[src/rtl/fm_fsk_pkg.sv]
// Shared constants and types for the FM/FSK transmit phase path.
// Also used by the receive-side phase_unwrap, so pi/2pi live here only once.
package fm_fsk_pkg;

    localparam int PI_Q13     = 25736;
    localparam int TWO_PI_Q13 = 51472;
    localparam int TWO_PI_Q16 = 411775;

    localparam int Q13_W    = 16;
    localparam int Q13_FRAC = 13;
    localparam int Q16_W    = 32;
    localparam int Q16_FRAC = 16;

    // Sum of two Q3.13 values before wrapping
    localparam int SUM_W = Q13_W + 2;

    typedef enum logic {
        IDLE,
        RUN
    } fsk_state_t;

endpackage

[src/rtl/fm_fsk_phase_gen_phase_wrap_add.sv]
// Combinational Q3.13 phase add with a single wrap into [-pi, pi).
// One correction is enough because the increment magnitude never exceeds pi.
module phase_wrap_add
    import fm_fsk_pkg::*;
(
    input  logic signed [Q13_W-1:0] i_acc,
    input  logic signed [Q13_W-1:0] i_inc,
    output logic signed [Q13_W-1:0] o_phase
);

    localparam logic signed [SUM_W-1:0] L_PI     = SUM_W'(PI_Q13);
    localparam logic signed [SUM_W-1:0] L_TWO_PI = SUM_W'(TWO_PI_Q13);

    logic signed [SUM_W-1:0] w_sum;
    logic signed [SUM_W-1:0] w_wrapped;

    always_comb begin
        w_sum = {{(SUM_W-Q13_W){i_acc[Q13_W-1]}}, i_acc}
              + {{(SUM_W-Q13_W){i_inc[Q13_W-1]}}, i_inc};
        if (w_sum >= L_PI)
            w_wrapped = w_sum - L_TWO_PI;
        else if (w_sum < -L_PI)
            w_wrapped = w_sum + L_TWO_PI;
        else
            w_wrapped = w_sum;
        o_phase = w_wrapped[Q13_W-1:0];
    end

endmodule

[src/rtl/fm_fsk_phase_gen.sv]
// Transmit phase generator: FM increment accumulation or FSK bit-to-tone mapping,
// wrapped to [-pi, pi) in Q3.13 for the sin/cos LUT.
module fm_fsk_phase_gen
    import fm_fsk_pkg::*;
#(
    parameter int SYM_LEN = 16,
    parameter int F0_INC  = 1608,
    parameter int F1_INC  = 3217,
    parameter int CNT_W   = $clog2(SYM_LEN)
)(
    input  logic                    clk,
    input  logic                    reset_n,
    input  logic                    sample_en,
    input  logic                    mode,
    input  logic                    phase_clr,
    input  logic signed [Q13_W-1:0] fm_incr,
    input  logic                    bit_in,
    input  logic                    bit_valid,
    output logic                    bit_ready,
    output logic signed [Q13_W-1:0] phase_out,
    output logic                    phase_valid,
    output logic                    sym_start,
    output logic                    underrun
);

    localparam logic signed [Q13_W-1:0] L_PI       = Q13_W'(PI_Q13);
    localparam logic signed [Q13_W-1:0] L_F0       = Q13_W'(F0_INC);
    localparam logic signed [Q13_W-1:0] L_F1       = Q13_W'(F1_INC);
    localparam logic [CNT_W-1:0]        L_CNT_LOAD = CNT_W'(SYM_LEN - 1);

    fsk_state_t              r_state;
    logic [CNT_W-1:0]        r_cnt;
    logic                    r_cur_bit;
    logic                    r_sym_pend;
    logic signed [Q13_W-1:0] r_phase;
    logic                    r_phase_valid;
    logic                    r_sym_start;
    logic                    r_underrun;

    logic                    w_samp;
    logic                    w_sym_end;
    logic signed [Q13_W-1:0] w_fm_sat;
    logic signed [Q13_W-1:0] w_inc;
    logic signed [Q13_W-1:0] w_next_phase;

    // A clear swallows the sample: neither the phase nor the symbol counter advances.
    always_comb begin
        w_samp    = sample_en & ~phase_clr;
        w_sym_end = mode & (r_state == RUN) & w_samp & (r_cnt == '0);
        bit_ready = mode & ((r_state == IDLE) | w_sym_end);

        if (fm_incr > L_PI)
            w_fm_sat = L_PI;
        else if (fm_incr < -L_PI)
            w_fm_sat = -L_PI;
        else
            w_fm_sat = fm_incr;

        if (mode)
            w_inc = r_cur_bit ? L_F1 : L_F0;
        else
            w_inc = w_fm_sat;
    end

    phase_wrap_add u_wrap (
        .i_acc   (r_phase),
        .i_inc   (w_inc),
        .o_phase (w_next_phase)
    );

    always_ff @(posedge clk or negedge reset_n) begin
        if (!reset_n) begin
            r_state       <= IDLE;
            r_cnt         <= '0;
            r_cur_bit     <= 1'b0;
            r_sym_pend    <= 1'b0;
            r_phase       <= '0;
            r_phase_valid <= 1'b0;
            r_sym_start   <= 1'b0;
            r_underrun    <= 1'b0;
        end else begin
            r_phase_valid <= 1'b0;
            r_sym_start   <= 1'b0;
            r_underrun    <= 1'b0;

            if (phase_clr) begin
                r_phase <= '0;
            end else if (w_samp && (!mode || r_state == RUN)) begin
                r_phase       <= w_next_phase;
                r_phase_valid <= 1'b1;
            end

            if (!mode) begin
                r_state    <= IDLE;
                r_sym_pend <= 1'b0;
            end else begin
                case (r_state)
                    IDLE: begin
                        if (bit_valid) begin
                            r_cur_bit  <= bit_in;
                            r_cnt      <= L_CNT_LOAD;
                            r_sym_pend <= 1'b1;
                            r_state    <= RUN;
                        end
                    end
                    RUN: begin
                        if (w_samp) begin
                            r_sym_start <= r_sym_pend;
                            r_sym_pend  <= 1'b0;
                            // Last sample of the symbol still uses the old bit; the next one
                            // is loaded on the same edge so the tone switch is gapless.
                            if (r_cnt == '0) begin
                                if (bit_valid) begin
                                    r_cur_bit  <= bit_in;
                                    r_cnt      <= L_CNT_LOAD;
                                    r_sym_pend <= 1'b1;
                                end else begin
                                    r_underrun <= 1'b1;
                                    r_state    <= IDLE;
                                end
                            end else begin
                                r_cnt <= r_cnt - CNT_W'(1);
                            end
                        end
                    end
                endcase
            end
        end
    end

    assign phase_out   = r_phase;
    assign phase_valid = r_phase_valid;
    assign sym_start   = r_sym_start;
    assign underrun    = r_underrun;

endmodule

[config.mk]
export PLATFORM = sky130hd
export DESIGN_NAME = fm_fsk_phase_gen
export DESIGN_NICKNAME = d
export VERILOG_FILES = /design/src/rtl/fm_fsk_pkg.sv /design/src/rtl/fm_fsk_phase_gen_phase_wrap_add.sv /design/src/rtl/fm_fsk_phase_gen.sv
export SDC_FILE = /design/constraint.sdc
export NUM_CORES = 1
export LEC_CHECK = 0
export BUFFER_PORTS_ARGS = -buffer_cell sky130_fd_sc_hd__buf_2
export CORE_MARGIN = 2
export CORE_UTILIZATION = 30
export DETAILED_ROUTE_END_ITERATION = 12
export PLACE_DENSITY = 0.49
export SETUP_SLACK_MARGIN = 0.1
export SYNTH_ARGS = -nofsm -noshare
export SYNTH_HDL_FRONTEND = slang
export SYNTH_SLANG_ARGS = --single-unit
[constraint.sdc]
create_clock -name clk -period 4 [get_ports clk]
set_input_delay 0.6 -clock clk [delete_from_list [all_inputs] [get_ports clk]]
set_output_delay 0.6 -clock clk [all_outputs]
set_load 0.05 [all_outputs]
; ---- After elaboration in Yosys (flattened, before gate mapping)
; Cells that the tools add are included.
[word_totals]
reg_bits = 26
input_bits = 23
out_inout_bits = 20
[op_classes]
n_addsub = 4
magnitude_cmp = 4
eq_ne = 4
mux = 36
n_bitwise = 8
reduce_logical = 8
[ops]
columns = cell, count
row1 = $mux W16, 7
row2 = $mux W1, 21
row3 = $add A16 B16 Y17, 1
row4 = $ge A17 B16 Y1 const B, 1
row5 = $lt A17 B16 Y1 const B, 1
row6 = $add A16 B15 Y16 const B, 1
row7 = $gt A16 B16 Y1 const B, 1
row8 = $lt A16 B16 Y1 const B, 1
row9 = $sub A16 B15 Y16 const B, 1
row10 = $mux W12, 1
row11 = $mux W4, 3
row12 = $pmux W4 S2, 1
row13 = $pmux W1 S2, 3
row14 = $and A1 B1 Y1, 5
row15 = $logic_not A4 Y1, 1
row16 = $ne A2 B1 Y1 const B, 2
row17 = $reduce_and A2 Y1, 2
row18 = $sub A4 B1 Y4 const B, 1
row19 = $ne A3 B2 Y1 const B, 1
row20 = $ne A3 B3 Y1 const B, 1
row21 = $reduce_and A3 Y1, 1
row22 = $not A1 Y1, 2
row23 = $reduce_bool A2 Y1, 1
row24 = $logic_and A1 B1 Y1, 1
row25 = 3 further kinds, 3

; ---- Depth between registers and ports, before layout
; Gate-level depths: netlist of the first run.
[depth]
word_depth = 10
depth_mapped = 23
depth_no_buf = 23

; ---- Hierarchy
; From an unflattened synthesis of the first run, not the netlist that was laid out.
[unflattened]
cells_unflattened = 391
area_unflattened_um2 = 3133.0
[by_module_without_submodules]
columns = mod, n_inst, cells_each, area_each_um2, seq_area_each_um2
row1 = phase_wrap_add, 1, 213, 1595.3, 0.0
row2 = fm_fsk_phase_gen, 1, 178, 1537.7, 650.6

; ---- Worst setup path after synthesis of the first run
; OpenSTA, ideal clock, no wires.
[synth_timing]
kind = input port to flip-flop
start = input fm_incr[3]
end = register r_phase[14], in the netlist phase_out[14]
arrival_ps = 4529
required_time_ps = 3866
path_slack_ps = -663
stages = 23
path_buffers = 1
cell_sequence = a41o_1 a31oi_1 nor2_1 o31ai_1 ha_1 clkbuf_1 nor2_1 nand2_1 nand2_1 ha_1 fa_1 a211oi_2 o21ba_2 nor2_1 inv_1 ha_1 inv_1 o311ai_0 nand3_1 nand2_1 nand3_1 a221oi_1 o31ai_1
[synth_via]
elab_chain_len = 10
[synth_lines]
columns = item, line
row1 = "start, declared", fm_fsk_phase_gen.sv:16  ; input logic signed [Q13_W-1:0] fm_incr,
row2 = $lt A16 B16 Y1, fm_fsk_phase_gen.sv:54  ; else if (fm_incr < -L_PI)
row3 = $mux W16, fm_fsk_phase_gen.sv:54
row4 = $mux W16 (*), fm_fsk_phase_gen.sv:52  ; if (fm_incr > L_PI)
row5 = $mux W16 (*), fm_fsk_phase_gen.sv:59  ; if (mode)
row6 = $add A16 B16 Y17 (*), fm_fsk_phase_gen_phase_wrap_add.sv:19  ; + {{(SUM_W-Q13_W){i_inc[Q13_W-1]}}, i_inc};
row7 = $add A16 B15 Y16 or $lt A17 B16 Y1 (tied branches), "fm_fsk_phase_gen_phase_wrap_add.sv:23, fm_fsk_phase_gen_phase_wrap_add.sv:22"
row8 = $mux W16, fm_fsk_phase_gen_phase_wrap_add.sv:22  ; else if (w_sum < -L_PI)
row9 = $mux W16 (*), fm_fsk_phase_gen_phase_wrap_add.sv:20  ; if (w_sum >= L_PI)
row10 = $mux W16 (*), fm_fsk_phase_gen.sv:88  ; end else if (w_samp && (!mode || r_state == RUN)) begin
row11 = $mux W16 (*), fm_fsk_phase_gen.sv:86  ; if (phase_clr) begin
row12 = "end signal, assigned", fm_fsk_phase_gen.sv:89  ; r_phase <= w_next_phase;
row13 = "end, declared", fm_fsk_phase_gen.sv:35  ; logic signed [Q13_W-1:0] r_phase;
; Every way passes the cells marked *; elsewhere a longest branch is shown, timed or not. The select of a mux whose other input is x is not followed.
; A chain may end at the register's enable or synchronous reset.

; ---- Final worst setup path of the first run
[layout_timing]
start = input fm_incr[0]
end = register r_phase[12], in the netlist phase_out[12]
; The elaborated chain is that of the path after synthesis.

==> results of run 1 <==
==> worst reg2reg max path, cell delays in order, from the launching register on <==
cell and delay (ps):
dfrtp_1 420, nand2_1 150, nand2_1 90, ha_2 190, fa_2 370, a211oi_4 210, buf_6 160, o31ai_4 80
a21oi_2 230, buf_4 150, a21oi_1 70, nand3b_1 280, o2111ai_4 340, nand2_4 130, a221oi_4 330, o221a_2 220
==> routing by layer <==
layer	part of all wire (%)	routed length, um	up-vias
met4	1.1	127	0
met3	3.4	399	10
li1	-	-	1877
met1	45	5310	1856
met2	50	5850	66
met5	0	0	-
==> flip-flops by register name (all words and copies together), names as in the netlist <==
| register | cells |
|---|---|
| phase_out | 16 |
| sym_start | 1 |
| r_state | 1 |
| r_sym_pend | 1 |
| r_cur_bit | 1 |
| underrun | 1 |
| phase_valid | 1 |
| r_cnt | 4 |
==> path summary, 6_finish.rpt <==
path	start	end	slack [ps]
max	fm_incr[0]	phase_out[12]	-480
min	reset_n	r_cnt[3]	310
max reg2reg	r_cur_bit	phase_out[12]	530
min reg2reg	r_cnt[0]	r_cnt[0]	520
max in group asynchronous	reset_n	phase_out[14]	3250
min in group clk	r_cnt[0]	r_cnt[0]	520
==> repair_timing <==
action | CTS | global route
resized for setup | 61 | 19
buffers inserted | 28 | 5
pin swaps | 58 | 21
gates cloned | 1 | 0
setup endpoints to repair | 12 | 12
==> where the power goes <==
group / leakage [nW] / switching, mW / internal, mW
registers: 0.330 / 0.0925 / 0.323
logic: 1.99 / 2.02 / 1.73
clock network: 0.0357 / 0.110 / 0.134
total: 2.36 / 2.22 / 2.19
==> cell usage after synthesis (3+ instances only) <==
library cell	count	area (um^2)
a32oi_1	4	35.0
clkbuf_1	12	45.0
o21bai_1	3	22.5
and3_1	6	37.5
nand3_1	17	85.1
nand2b_1	5	31.3
nor2b_1	3	18.8
and2_1	11	68.8
o31ai_1	6	45.0
a21oi_2	3	26.3
xnor2_1	3	26.3
o21ai_1	3	15.0
a21oi_1	28	140
nor3_1	8	40.0
nor2_1	45	169
xor2_1	5	43.8
dfrtp_1	26	651
ha_1	22	275
inv_1	16	60.1
o21ai_0	22	110
o221a_2	3	33.8
o31a_1	3	26.3
o311ai_0	4	35.0
nand2_1	40	150
o21a_1	4	30.0
a31o_2	3	26.3
a31oi_1	6	37.5
a211oi_1	3	22.5
==> kinds of logic after synthesis <==
logic type / count (synthesis)
buf+inv: 31
simple gates: 152
compound gates: 146
mux: 2
flops: 26
fa+ha+maj: 23
xor+xnor: 11
==> cell type report <==
class	count	area, um^2	area share (%)
clock buffers	3	41.3	0.788
clock inverters	1	30.0	0.573
inverters	17	63.8	1.22
multi-input cells	335	2850	54.5
flip-flops and latches	26	651	12.4
well taps	136	170	3.25
repair buffers	197	1430	27.3
==> metrics by stage <==
step                      instances  utilization [%]  setup WS (ps)  instance area [um^2]
after floorplan                 391                -           -364                  3280
after global placement          677             44.2           -900                  4500
after detailed placement        677             44.2           -885                  4500
after CTS                       710             50.0           -433                  5090
after global routing            715             51.4           -650                  5240
final                           715             51.4           -477                  5240
==> layout by cell type (no fill, tap or decap), types with 6 or more instances in the layout <==
master   Yosys  layout
buf_4        0     150
nor2_1      45      40
buf_2        0      37
nand2_1     40      36
dfrtp_1     26      26
a21oi_1     28      20
nand3_1     17      16
o21ai_0     22      14
inv_1       16      13
ha_1        22      10
buf_6        2       9
a21oi_2      3       8
ha_4         0       8
nor3_1       8       7
o21ai_1      3       6
and2_1      11       6
and3_1       6       6
==> metrics.md, run 1 <==
| Metric | Value |
|---|---|
| LEAKAGE | 2.36 nW |
| Fmax | 0.223 GHz |
| Compound-cell area share of the yosys netlist | 37.0% |
| Synthesized cell area | 0.00311 mm^2 |
| Num CTS Buffers | 3 |
| Ys flop type | dfrtp_1 |
| Tot Pwr | roughly 4.4 mW |
| Top-Level Pins | 43 |
| Worst EP required | between 4000 and 5000 ps |
| Register area share after synthesis | between 20% and 30% |
| Port Buffer Count | 42 |
| Main combinational cell family by area after synthesis | compound AO/OA/AOI/OAI gates |
| Post-Route WL | approximately 12 mm |
| Fin Hold WS | 314 ps |
| Worst skew pair latency | approximately 290 ps |
| Area Overhead vs Synth | 68.7% |
| Synth Instances | 391 |
| Asr flop ratio synth | 100% |
| Number of flops mapped to enable cells by yosys | 0 |
| Die area | ~0.011 mm^2 |
| DR pass1 iterations | 5 |
| Total Nets Final | 626 |
| Cells on worst reg2reg path | 15 |
| CTS root buffer | clkbuf_8 |
| VDD IR max | 0.000343 V |
| Number of remaining DRC errors | 0 |
| Clk_skew | ~8.4 ps |
| H-Tree Depth | 1 |
| CP Capture Type | register |
| Met2 Use GR | roughly 36% |
| Max transition margin | between 50% and 60% |
| Max-slew violation count | 0 |
| Worst Hold Class | primary input to async pin |
| Crit path max-delay family | compound AO/OA/AOI/OAI gates |
| Setup TNS | -4510 ps |
| RSZ-0062 raised after global routing | true |
| WP buf/inv | 4 |
| FP Rows | 37 |
| Grt met1 use | about 28% |
| Status | finished, violations left |
| CTS Sinks | 26 |
| WS Path Type | primary input to register |
| Endpoints failing hold | 0 |
| XOR/XNOR Fraction of Synth Area | 3.83% |
| Worst path depth | 22 |
| Grt peak-use layer | met2 |
| # setup viols final | 12 |
| Post-synth net total | roughly 440 |
| Share of layout cells above drive strength 1 | 52.2% |
| Slowest CP cell | o2111ai_4 |
| Core Footprint | 0.0102 mm^2 |
| Post-DP HPWL | slightly below 9 mm |
| Drt wl/cell | 16.4 um |
| Die Y-Extent | between 100 and 150 um |
| Global-route wire length before repair | about 19 mm |
| Clk buf depth | 2 |
| Worst-path fanout max | 6 |
| Hold buffer count at cts | 0 |
| DRT iter0 DRCs | 225 |
| GRT overflow | 0 |
| Number of max-cap violations | 0 |
| Netlist cell types | 85 |
| Syn Area/Cell | between 7 and 8 um^2 |
| Fin worst setup slack | -477 ps |
| CTS tree | yes |
| PD cells | 842 mW/mm^2 |
| Met3 Track Usage GR | 1.67% |
| Post-Synth Simple-Gate Area | 23.8% |
| Vias in the first global route | between 3,000 and 4,000 |
| Crit-path cells | buf_6, o31a_1, o41ai_2, nand2_1, a211o_1, nand4_1, nand2_2, buf_4, a21oi_1, a21oi_1, buf_4, ha_1, and2_4, and4_1, a21oi_2, buf_4, a21oi_1, nand3b_1, o2111ai_4, nand2_4, a221oi_4, o221a_2 |
| Crit-path max cell delay | between 300 and 400 ps |
| # fillers | 963 |
| Crit path time final | 4480 ps |
| Worst EP arrival | about 4700 ps |
| Final GP Congestion | 0.849 |
| Tcrit/Tclk final | 112% |
| Mux cell area share after synthesis | 0.685% |
| Die W | 106 um |
| Syn. warnings | 0 |
| Vias | 3,809 |
| Post-synthesis adder-cell area fraction | 9.51% |
| Post-DRT Antenna Nets | 0 |
| # diodes | 0 |
| Seq cells post-synth | 26 |
| Startpoint Class | primary input |
| Largest net degree at the start of global routing | 29 |
| Initial Util | 30.5% |
| Initial antenna violation count | 0 |
| Violated checks | negative setup slack |
| Vias/cell | about 5.3 |
| CTS clock-pin slew for the worst setup and hold paths | approximately 120 ps |
| Slew @ Worst Pin | 668 ps |
| Gr usage total | about a fifth |
No activity file was read; power rests on OpenSTA's default activity.
==> run 2, diff against run 1 <==
Settings changed: PLACE_DENSITY 0.49 to 0.51.
Clock period 4 ns to 3.86 ns, I/O delays scaled along.
==> metrics.md, run 2 (synthesis gave the netlist of run 1 again) <==
| Metric | Value |
|---|---|
| Sw frac | 48.9% (-1.5 points) |
| CTS tree | yes |
| Clk pwr share | 4.9% (-0.6 points) |
| Post-DRT Antenna Nets | 0 (unchanged) |
| Worst path depth | 22 (unchanged) |
| Crit-path cells | buf_6, a41o_1, a31oi_1, nor2_1, o31ai_2, ha_1, nor2_4, nand2_1, nand2_1, ha_2, fa_2, a211oi_4, buf_6, nor4_4, or3_4, nand2_4, a31o_4, nand3_4, a31o_4, buf_4, a221oi_2, o221a_2 |
| WS Path Type | primary input to register |
| CTS root buffer | clkbuf_8 |
| Slowest CP cell | fa_2 |
| WP buf/inv | 3 (-1) |
| CP Capture Type | register |
| Vias | 3,753 (-1.5%) |
| # fillers | 953 (-1.0%) |
| Reg2Reg Setup Slack | 410 ps (-120 ps) |
| Worst EP required | 4100 ps (-140 ps) |
| Cells on worst reg2reg path | 15 (unchanged) |
| Status | finished, violations left |
| # diodes | 0 (unchanged) |
| RSZ-0062 raised after global routing | true |
| Post-Route WL | 11.6 mm (-0.53%) |
| Worst r2r dst | phase_out[12] |
| Psw | 2.40 mW (+8.2%) |
| Share of layout cells above drive strength 1 | 54.5% (+2.3 points) |
| Core Footprint | 0.0102 mm^2 (unchanged) |
| H-Tree Depth | 1 (unchanged) |
| Die W | 106 um (unchanged) |
| Comb power frac | 86.2% (+1.2 points) |
| Number of max-cap violations | 0 (unchanged) |
| Worst Hold Class | primary input to async pin |
| Max transition margin | 56.7% (+1.3 points) |
| Crit path max-delay family | compound AO/OA/AOI/OAI gates |
| PD cells | 919 mW/mm^2 (+9.1%) |
| Drt wl/cell | 16.5 um (+0.88%) |
| Initial Util | 30.5% (unchanged) |
| Vias in the first global route | 3,744 (-2.0%) |
| Fin worst setup slack | -473 ps (+4.20 ps) |
| Top-Level Pins | 43 (unchanged) |
| Violated checks | negative setup slack |
| Total Nets Final | 616 (-1.6%) |
| Setup crit end | phase_out[12] |
| Crit path time final | 4330 ps |
| Tcrit/Tclk final | 112% |
| Worst EP arrival | 4570 ps (-140 ps) |
| Most frequent cells in the layout | buf_4, nor2_1, buf_2 |
| Worst skew pair latency | 290 ps (about the same) |
| Most common cell after layout, fill and taps aside | buf_4 |
| GRT overflow | 0 (unchanged) |
| # setup viols final | 12 (unchanged) |
| Worst-path fanout max | 5 (-1) |
| Gr usage total | 20.8% (+0.073 points) |
| Crit-path max cell delay | 400 ps (+60 ps) |
| Initial antenna violation count | 0 (unchanged) |
| FP Rows | 37 (unchanged) |
| DP Area | 0.00448 mm^2 (-0.39%) |
| Largest net degree at the start of global routing | 30 (+3.4%) |
| Number of remaining DRC errors | 0 (unchanged) |
| Final instance area | 0.00535 mm^2 (+2.1%) |
| LEAKAGE | 2.37 nW (+0.68%) |
| Global-route wire length before repair | 18.9 mm (+1.0%) |
| Area Overhead vs Synth | 72.2% |
| Register share of total power | 8.9% (-0.5 points) |
| DRT iter0 DRCs | 265 (+18%) |
| Crit path launch | fm_incr[6] |
| Pint | 2.51 mW (+15%) |
| Post-DP HPWL | 8.75 mm (+0.88%) |
| VDD IR max | 0.000331 V (-3.5%) |
| DR pass1 iterations | 5 (unchanged) |
| Final Util | 52.5% (+1.1 points) |
| Port Buffer Count | 42 (unchanged) |
| Vias/cell | 5.32 (about the same) |
| Max FFs per register | 16 (unchanged) |
| Die Y-Extent | 106 um (unchanged) |
| Num CTS Buffers | 3 (unchanged) |
| CTS Sinks | 26 (unchanged) |
| Launch point of the worst reg-to-reg path | r_cur_bit |
| Slew @ Worst Pin | 649 ps (-18.5 ps) |
| Clk_skew | 14.9 ps (+6.59 ps) |
| Startpoint Class | primary input |
| Final GP Congestion | 0.936 (+10%) |
| CTS clock-pin slew for the worst setup and hold paths | 110 ps (about the same) |
| Die area | 0.0112 mm^2 (unchanged) |
| Clk buf depth | 2 (unchanged) |
| Max-slew violation count | 0 (unchanged) |
| Endpoints failing hold | 0 (unchanged) |
| Setup TNS | -5110 ps (-599 ps) |
| Fmax | around 0.23 GHz |
==> run 2: routing by layer <==
| metal | vias to the layer above | global-route usage [%] | routed length [um] |
|---|---|---|---|
| li1 | 1859 | - | - |
| met1 | 1800 | 29.1 | 5540 |
| met2 | 79 | 35.5 | 5540 |
| met3 | 15 | 1.18 | 370 |
| met4 | 0 | 4.23 | 182 |
| met5 | - | 0 | 0 |
==> run 2: final cells by class <==
class / count / area [um^2] / share of cell area [%]
well taps: 136 / 170 / 3.18
clock inverters: 1 / 30.0 / 0.561
inverters: 17 / 63.8 / 1.19
repair buffers: 188 / 1410 / 26.3
clock buffers: 3 / 41.3 / 0.772
flip-flops and latches: 26 / 651 / 12.2
multi-input cells: 334 / 2980 / 55.8
==> run 2: worst min-delay path by stage <==
stage                     slack, ps  cells past startpoint      endpoint
final                           310                      1  phase_out[4]
after floorplan                 280                      0  phase_out[0]
after CTS                       330                      1  phase_out[4]
after global placement          490                      1      r_cnt[0]
after detailed placement        500                      1      r_cnt[0]
after global routing            350                      1  phase_out[7]
==> run 2: power by group through the flow <==
stage / clock network (mW) / registers, mW / logic, mW
after floorplan: 0 / 0.576 / 1.76
after global placement: 0 / 0.431 / 3.25
after detailed placement: 0 / 0.433 / 3.27
after CTS: 0.246 / 0.432 / 3.72
after global routing: 0.256 / 0.446 / 4.53
final: 0.241 / 0.439 / 4.23
==> run 2: metrics by stage <==
| stage | power (mW) | hold slack, ps | worst slack [ps] | std cells |
|---|---|---|---|---|
| after floorplan | 2.34 | 283 | -483 | 391 |
| after global placement | 3.68 | 485 | -950 | 673 |
| after detailed placement | 3.71 | 498 | -997 | 673 |
| after CTS | 4.40 | 328 | -468 | 692 |
| after global routing | 5.23 | 346 | -663 | 705 |
| final | 4.91 | 305 | -473 | 705 |
==> run 2: what timing repair did <==
| item | in CTS | in global routing |
|---|---|---|
| hold buffers | 0 | 0 |
| setup buffers | 15 | 13 |
| setup endpoints to repair | 12 | 12 |
| pin swaps | 43 | 43 |
| gates resized for setup | 53 | 59 |
==> run 3, diff against run 2 <==
--- a/config.mk
+++ b/config.mk
@@ -7,4 +7,5 @@
 export LEC_CHECK = 0
 export BUFFER_PORTS_ARGS = -buffer_cell sky130_fd_sc_hd__buf_2
+export CORE_ASPECT_RATIO = 0.9
 export CORE_MARGIN = 2
 export CORE_UTILIZATION = 30
@@ -12,4 +13,5 @@
 export PLACE_DENSITY = 0.51
 export SETUP_SLACK_MARGIN = 0.1
+export SLEW_MARGIN = 0
 export SYNTH_ARGS = -nofsm -noshare
 export SYNTH_HDL_FRONTEND = slang
==> constraint.sdc (replaced) <==
create_clock -name clk -period 3.86 [get_ports clk]
set_input_delay 0 -clock clk [delete_from_list [all_inputs] [get_ports clk]]
set_output_delay 0 -clock clk [all_outputs]
set_load 0.05 [all_outputs]
==> metrics.md, run 3 (synthesis gave the netlist of run 1 again) <==
| Metric | Value |
|---|---|
| Global-route wire length before repair | 18.1 mm (-3.9%) |
| Crit-path max cell delay | 370 ps (-30 ps) |
| Number of max-cap violations | 0 (unchanged) |
| Sw frac | 49.3% (+0.44 points) |
| Worst-path fanout max | 7 (+2) |
| WL met1 | 5.39 mm (-2.7%) |
| GRT overflow | 0 (unchanged) |
| Crit-path cells | buf_8, a41o_1, a31oi_1, nor2_1, o31ai_1, ha_1, buf_6, nor2_2, o21ai_2, ha_4, buf_6, nand2_2, o31ai_4, a21oi_4, and2_4, a221oi_2, buf_4, nor2_4, a31o_4, a41o_1, a311o_1 |
| Slowest CP cell | o31ai_4 |
| Drt wl/cell | 16.7 um (+1.1%) |
| Clk buf depth | 2 (unchanged) |
| Final Util | 49.4% (-3.1 points) |
| Top-Level Pins | 43 (unchanged) |
| H-Tree Depth | 1 (unchanged) |
| Initial antenna violation count | 0 (unchanged) |
| Tcrit/Tclk final | 99.0% (-13 points) |
| # diodes | 0 (unchanged) |
| Port Buffer Count | 42 (unchanged) |
| Met3 routed WL | 348 um (-5.9%) |
| DRT iter0 DRCs | 191 (-28%) |
| VDD IR max | 0.000330 V (-0.30%) |
| Vias in the first global route | 3,659 (-2.3%) |
| Worst EP arrival | 3980 ps (-590 ps) |
| Gr usage total | 19.8% (-1.0 points) |
| PD cells | 911 mW/mm^2 (-0.85%) |
| Most frequent cells in the layout | buf_4, nor2_1, buf_2 |
| Num CTS Buffers | 3 (unchanged) |
| Uppermost layer routed | met4 |
| Startpoint Class | primary input |
| Die Y-Extent | 101 um (-4.9%) |
| LEAKAGE | 2.21 nW (-6.7%) |
| Die area | 0.0112 mm^2 (about the same) |
| Post-DP HPWL | 8.38 mm (-4.3%) |
| Status | completed |
| Area Overhead vs Synth | 61.7% |
| Initial Util | 30.6% (+0.075 points) |
| CTS Sinks | 26 (unchanged) |
| CTS root buffer | clkbuf_16 |
| Fmax | 0.262 GHz (+13%) |
| Worst EP required | 4020 ps (-80 ps) |
| Worst skew pair latency | 270 ps (-20 ps) |
| DR pass1 iterations | 4 (-1) |
| Max transition margin | 57.5% (+0.82 points) |
| FP Rows | 35 (-5.4%) |
| Largest net degree at the start of global routing | 30 (unchanged) |
| Fin worst setup slack | 39.7 ps (+513 ps) |
| Core Footprint | 0.0102 mm^2 (-0.25%) |
| Post-Route WL | 11.3 mm (-3.1%) |
| Tot Pwr | 4.57 mW (-6.9%) |
| RSZ-0062 raised after global routing | true |
| Crit path launch | fm_incr[6] |
| Endpoints failing hold | 0 (unchanged) |
| # setup viols final | 0 (-12) |
| CTS tree | yes |
| WP buf/inv | 4 (+1) |
| Reg2Reg Setup Slack | 370 ps (-40 ps) |
| Pre-CTS worst setup slack | -469 ps (+528 ps) |
| Slew @ Worst Pin | 637 ps (-12.3 ps) |
| Crit path max-delay family | compound AO/OA/AOI/OAI gates |
| Post-DRT Antenna Nets | 0 (unchanged) |
| Worst path depth | 21 (-4.5%) |
| Worst Hold Class | primary input to register |
| Comb power frac | 83.8% (-2.4 points) |
| Die W | 111 um (+5.2%) |
| Launch point of the worst reg-to-reg path | r_cur_bit |
| CP Capture Type | register |
| Setup crit end | phase_out[11] |
| Psw | 2.26 mW (-6.1%) |
| WS Path Type | primary input to register |
| Pint | 2.32 mW (-7.7%) |
| Max-slew violation count | 0 (unchanged) |
| Wire length on met2 | 5.30 mm (-4.4%) |
| Clk_skew | 10.2 ps (-4.70 ps) |
| Vias/cell | 5.47 (+2.8%) |
| Number of remaining DRC errors | 0 (unchanged) |
| Register share of total power | 9.4% (+0.5 points) |
| CTS clock-pin slew for the worst setup and hold paths | 80 ps (-30 ps) |
| Total Nets Final | 594 (-3.6%) |
| Final GP Congestion | 0.841 (-10%) |
| Vias | 3,698 (-1.5%) |
| Cells on worst reg2reg path | 14 (-1) |
| Most common cell after layout, fill and taps aside | buf_4 |
| Crit path time final | 3820 ps (-513 ps) |
| Clk pwr share | 6.8% (+1.9 points) |
| Worst r2r dst | phase_out[11] |
| Share of layout cells above drive strength 1 | 49.9% (-4.6 points) |
| Max FFs per register | 16 (unchanged) |
-- run 3: changes by cell type in the layout (fill, tap and decap cells not counted), sizes merged --
cell | before | now
a31o | 5 | 6
dlygate4sd3 | 0 | 2
buf | 188 | 163
-- run 3: final cells by class --
type	instances	area [um^2]
tap	129	161
clock inverter	1	30.0
fill	973	5140
multi-input combinational	335	2850
timing repair buffer	165	1190
sequential	26	651
clock buffer	3	75.1
inverter	17	63.8
-- run 3: worst min path at each step --
| stage | start | end | slack (ps) | cells past startpoint |
|---|---|---|---|---|
| floorplan | reset_n | phase_out[0] | -300 | 0 |
| global placement | reset_n | r_cnt[0] | 60 | 1 |
| detailed placement | reset_n | underrun | 70 | 1 |
| CTS | bit_valid | underrun | 40 | 2 |
| global route | bit_valid | underrun | 40 | 2 |
| finish | bit_valid | underrun | 40 | 2 |
-- run 3: layer usage --
layer | vias up | global-route usage [%]
met1 | 1796 | 27.5
met2 | 74 | 33.6
met3 | 13 | 1.14
li1 | 1815 | -
met4 | 0 | 5.60
met5 | - | 0
-- run 3: what timing repair did --
| item | in CTS | in global routing |
|---|---|---|
| gates resized for setup | 36 | 52 |
| hold endpoints to repair | 27 | 0 |
| gates cloned | 1 | 0 |
| setup endpoints to repair | 12 | 12 |
| setup buffers | 18 | 8 |
| pin swaps | 36 | 25 |
| hold buffers | 2 | 0 |
-- run 3: through the flow --
stage | TNS, ps | cell area, um^2 | hold WS [ps] | cells
after floorplan | 0 | 3250 | -296 | 391
after global placement | -4200 | 4260 | 56.0 | 644
after detailed placement | -4690 | 4260 | 68.0 | 644
after CTS | 0 | 4720 | 37.6 | 669
after global routing | -815 | 5020 | 41.2 | 676
final | 0 | 5020 | 42.1 | 676
-- run 3: power groups by stage --
stage | clock network [mW] | logic, mW | registers [mW]
floorplan | 0 | 1.71 | 0.576
global placement | 0 | 3.05 | 0.423
detailed placement | 0 | 3.08 | 0.427
CTS | 0.319 | 3.47 | 0.424
global route | 0.329 | 4.10 | 0.437
finish | 0.311 | 3.83 | 0.431
